$ cat src/rtl/lap_ctl.sv
// lap_ctl: stopwatch control FSM with a prescaled time counter and a lap-capture buffer
//   Optional feature macro: LAP_CTL_SATURATE_EN (count saturates at all-ones instead of wrapping)
//   clk, reset (async, active-high), trig (start/pause/resume), split (lap / clear),
//   lap_sel (lap read index) -> init_regs, count_enabled (Mealy control pair),
//   count, lap_time, lap_count, lap_full, overflow
module lap_ctl #(
  parameter int CNT_W    = 16,
  parameter int LAPS     = 4,
  parameter int TICK_DIV = 10
) (
  input  logic                    clk,
  input  logic                    reset,
  input  logic                    trig,
  input  logic                    split,
  input  logic [$clog2(LAPS)-1:0] lap_sel,
  output logic                    init_regs,
  output logic                    count_enabled,
  output logic [CNT_W-1:0]        count,
  output logic [CNT_W-1:0]        lap_time,
  output logic [$clog2(LAPS):0]   lap_count,
  output logic                    lap_full,
  output logic                    overflow
);
  localparam int SW = $clog2(LAPS);
  localparam int PW = TICK_DIV > 1 ? $clog2(TICK_DIV) : 1;
  typedef enum logic [1:0] {IDLE, COUNTING, PAUSED} state_t;
  state_t           state_q, state_d;
  logic [PW-1:0]    pre_q, pre_d;
  logic [CNT_W-1:0] count_q, count_d;
  logic [SW:0]      lap_cnt_q, lap_cnt_d;
  logic             ovf_q, ovf_d;
  logic [CNT_W-1:0] lap_mem [LAPS];
  logic             tick, at_max, cap;
  // reset also drives the Mealy pair so init_regs reacts without a clock edge
  always_comb begin
    state_d       = state_q;
    init_regs     = reset;
    count_enabled = 1'b0;
    if (!reset) begin
      case (state_q)
        IDLE: begin
          init_regs     = !trig;
          count_enabled = trig;
          state_d       = trig ? COUNTING : IDLE;
        end
        COUNTING: begin
          count_enabled = !trig;
          state_d       = trig ? PAUSED : COUNTING;
        end
        PAUSED: begin
          count_enabled = trig;
          state_d       = trig ? COUNTING : split ? IDLE : PAUSED;
        end
        default: state_d = IDLE;
      endcase
    end
  end
  // the capture uses count_q, i.e. the value before any increment on the same edge
  always_comb begin
    tick   = count_enabled && (pre_q == PW'(TICK_DIV - 1));
    at_max = &count_q;
    cap    = (state_q == COUNTING) && !trig && split && !lap_full;
`ifdef LAP_CTL_SATURATE_EN
    count_d = init_regs ? '0 : (tick && !at_max) ? count_q + 1'b1 : count_q;
`else
    count_d = init_regs ? '0 : tick ? count_q + 1'b1 : count_q;
`endif
    ovf_d     = init_regs ? 1'b0 : ovf_q | (tick & at_max);
    pre_d     = init_regs ? '0 : !count_enabled ? pre_q : tick ? '0 : pre_q + 1'b1;
    lap_cnt_d = init_regs ? '0 : cap ? lap_cnt_q + 1'b1 : lap_cnt_q;
  end
  always_ff @(posedge clk or posedge reset) begin
    if (reset) begin
      state_q   <= IDLE;
      pre_q     <= '0;
      count_q   <= '0;
      lap_cnt_q <= '0;
      ovf_q     <= 1'b0;
    end else begin
      state_q   <= state_d;
      pre_q     <= pre_d;
      count_q   <= count_d;
      lap_cnt_q <= lap_cnt_d;
      ovf_q     <= ovf_d;
    end
  end
  // lap storage is never cleared; entries at or beyond lap_count are masked on read
  always_ff @(posedge clk) begin
    if (cap) lap_mem[lap_cnt_q[SW-1:0]] <= count_q;
  end
  assign count     = count_q;
  assign lap_count = lap_cnt_q;
  assign lap_full  = lap_cnt_q == (SW + 1)'(LAPS);
  assign overflow  = ovf_q;
  assign lap_time  = ({1'b0, lap_sel} < lap_cnt_q) ? lap_mem[lap_sel] : '0;
endmodule
$ cat config.mk
export PLATFORM = sky130hd
export DESIGN_NAME = lap_ctl
export DESIGN_NICKNAME = d
export VERILOG_FILES = /design/src/rtl/lap_ctl.sv
export SDC_FILE = /design/constraint.sdc
export NUM_CORES = 1
export LEC_CHECK = 0
export CELL_PAD_IN_SITES_DETAIL_PLACEMENT = 1
export CELL_PAD_IN_SITES_GLOBAL_PLACEMENT = 1
export CORE_ASPECT_RATIO = 2
export CORE_MARGIN = 8
export CORE_UTILIZATION = 47
export DETAILED_ROUTE_END_ITERATION = 7
export GPL_TIMING_DRIVEN = 0
export HOLD_SLACK_MARGIN = 0.12
export PLACE_DENSITY_LB_ADDON = 0.1
export REMOVE_ABC_BUFFERS = 1
export SYNTH_ARGS = -nofsm -noshare
export SYNTH_HDL_FRONTEND = slang
export SYNTH_SLANG_ARGS = --single-unit
$ cat constraint.sdc
create_clock -name clk -period 2.5 [get_ports clk]
set_input_delay 0.5 -clock clk [delete_from_list [all_inputs] [get_ports clk]]
set_output_delay 0.5 -clock clk [all_outputs]
set_load 0.02 [all_outputs]
==> metrics.txt <==
result of the run finished, final reports clean; Root Driver clkbuf_16; Pre-antenna DRT Iters 4; initial antenna violation count 0; number of H-tree branching levels 3; CP required 2000 ps; worst-case clock buffer depth 2; share of synthesized area occupied by flip-flops and latches 64.4%; share of synthesized registers carrying an async set or reset 28.9%; wire length of the first global-routing pass 13,900 um; ratio of cells with drive above 1 in the final layout 21.7%; count of pins on the block boundary 45; total count of hold-check failures in the final report 0; share of the synthesized area in the top cell type 48.1%; mean cell area of the mapped netlist between 10 and 15 um2; prevailing post-synth register cell edfxtp_1; startpoint type of the worst setup path flip-flop; maximum clock rate 0.412 GHz; total vias in the final route 2,403; Worst Setup Slack, final around 74 ps; clock insertion delay at the later pin of the skew report approximately 340 ps; aggregate routed wire length about 8600 um; worst hold-check path type reg -> reg; die area around 0.012 mm2; kind of capture point of the worst setup path primary output; critical path class reg -> out; DRC violation total after the first TritonRoute iteration roughly 180; maximum net fanout on the critical path 16; post-synthesis cell area between 0.003 and 0.004 mm2; cells taking the most area after synthesis edfxtp_1, dfrtp_1, mux4_2, ha_1, nor2b_1; Worst IR Drop VDD just under 0.4 mV; largest net degree at the start of global routing 32; total clock buffers created by CTS 9; DR vias/cell roughly 5.7; number of warnings issued by yosys 0; Total Nets Final 332; GR Util All Layers 15.6%; endpoint arrival time on the critical path about 1900 ps; Post-Route Skew 6.05 ps; number of placement rows 47; number of global-route vias before repair 2,547; Synth cell types 50; headroom to the max-slew limit 51.5%; most common cell in the netlist edfxtp_1; Vert. Die Dim ~150 um; clock-pin slew on the worst setup and hold paths 60 ps; DRT antenna net count 0; clock tree sinks 90; clock tree from TritonCTS done; P&R area growth vs syn 21.1%; share of the clock period used by the worst path after layout a little over nine tenths; count of endpoints failing setup in the final report 0; synth cell count leaders edfxtp_1, dfrtp_1, mux4_2, nor2b_1; count of buffers from port buffering 44; worst setup slack before clock tree synthesis -1650 ps; post-layout minimum cycle time 2430 ps; number of buffers inserted by hold repair at cts 0; floorplan core area 0.00829 mm2; RD Place Congestion ~0.7; actual slew at the worst max-slew pin 724 ps; routed wire length per instance between 20 and 25 um; power per standard cell area 657 mW/mm2; post-route core utilization 58.4%; max-cap violations 0; DPL Wire Length 5830 um; global route total overflow 0; number of enable flip-flop cells after synthesis 64; count of unresolved DRC violations after routing 0; static leakage 0.00180 uW; cell type with the largest total area after synthesis edfxtp_1; setup repair after global routing missed its margin no; number of register bits inferred by synthesis 90; Mapped Cells about 270; die boundary width 81.2 um; Final Slew Violations 0; initial cell density of the core 48.2%; Ant. Diodes 0
==> sequential cells by signal, summed over array words and instances, names as in the netlist <==
signal     count
state_q        2
overflow       1
lap_mem       64
count         16
pre_q          4
lap_count      3
==> cells in the final DEF (no fill, tap or decap), types with 2 or more instances in the layout <==
master / count
edfxtp_1: 64
dfrtp_1: 26
clkdlybuf4s50_1: 23
mux4_2: 16
nor2b_1: 16
nand2_1: 15
nor2_1: 14
a21oi_1: 11
clkbuf_16: 9
o21ai_1: 8
ha_1: 8
inv_1: 7
mux2i_1: 7
clkbuf_2: 7
or3_1: 6
nand3_1: 6
and2_1: 5
buf_4: 5
clkdlybuf4s15_2: 5
and3_2: 4
clkinvlp_4: 3
nand4_1: 3
nor3_1: 3
clkinv_2: 3
clkdlybuf4s15_1: 3
and3b_1: 2
nand4b_1: 2
a31o_1: 2
a21oi_4: 2
xnor2_1: 2
clkinv_4: 2
dlygate4sd2_1: 2
buf_2: 2
==> critical path, stage by stage (launching register included) <==
cell and delay, ps:
dfrtp_1 410, inv_2 80, ha_1 280, o21ai_1 150
a21oi_4 90, buf_12 160, nor2b_1 110, clkdlybuf4s15_1 300
==> area by class of cell <==
cell class / count / area [um2]
flip-flops and latches: 90 / 2570
inverters: 10 / 45.0
repair inverters: 1 / 5.00
repair buffers: 48 / 437
fillers: 799 / 3450
clock inverters: 7 / 70.1
multi-input cells: 158 / 1370
well taps: 98 / 123
clock buffers: 9 / 225
==> stage by stage <==
| step | hold slack [ps] | total power [uW] | instances | cell area (um2) | setup TNS (ps) |
|---|---|---|---|---|---|
| after global placement | 523 | 1880 | 400 | 4510 | -60800 |
| after detailed placement | 519 | 1890 | 400 | 4510 | -58010 |
| final | 529 | 3180 | 421 | 4840 | 0 |
| after floorplan | 535 | 1800 | 258 | 3950 | 0 |
| after global routing | 549 | 3270 | 421 | 4840 | 0 |
| after CTS | 533 | 3210 | 419 | 4870 | 0 |
==> per-layer routing <==
| layer | track usage (%) | up-vias | share of wire (%) |
|---|---|---|---|
| met5 | 0 | - | 0 |
| met4 | 6.85 | 0 | 1.6 |
| met3 | 2.77 | 8 | 2.5 |
| met2 | 27.7 | 34 | 58 |
| met1 | 17.2 | 1246 | 38 |
| li1 | - | 1115 | - |
==> report_power, final <==
part	internal, uW	switching [uW]	leakage [uW]	total (uW)
logic	99.3	142	0.000651	241
registers	1610	18.0	0.00100	1620
clock network	771	542	0.000145	1310
total	2480	702	0.00180	3180
==> cells by family after synthesis <==
logic type / synth area share [%]
and+or+nand+nor: 12.6
adders and majority gates: 2.50
xor gates and xnor gates: 0.438
muxes: 10.8
AOI/OAI and AO/OA: 7.11
buffers and inverters: 2.22
DFF: 64.4
==> timing repair <==
action                                  CTS  global route
pin swaps                                 2             0
buffers inserted                          3             1
cloned                                    0             1
endpoints found under the setup margin   58            50
gates resized for setup                  64            11
==> worst paths after layout <==
path,depth (start not counted),end,slack [ps],from
setup / recovery,7,lap_time[10],70,lap_count[1]
hold / removal,2,overflow,530,overflow
setup reg to reg,4,lap_mem[1][8],330,lap_count[0]
hold reg to reg,2,overflow,530,overflow
max in group asynchronous,2,count[10],1480,reset
min in group asynchronous,2,state_q[0],540,reset
Power figures use the tool's default switching activity.
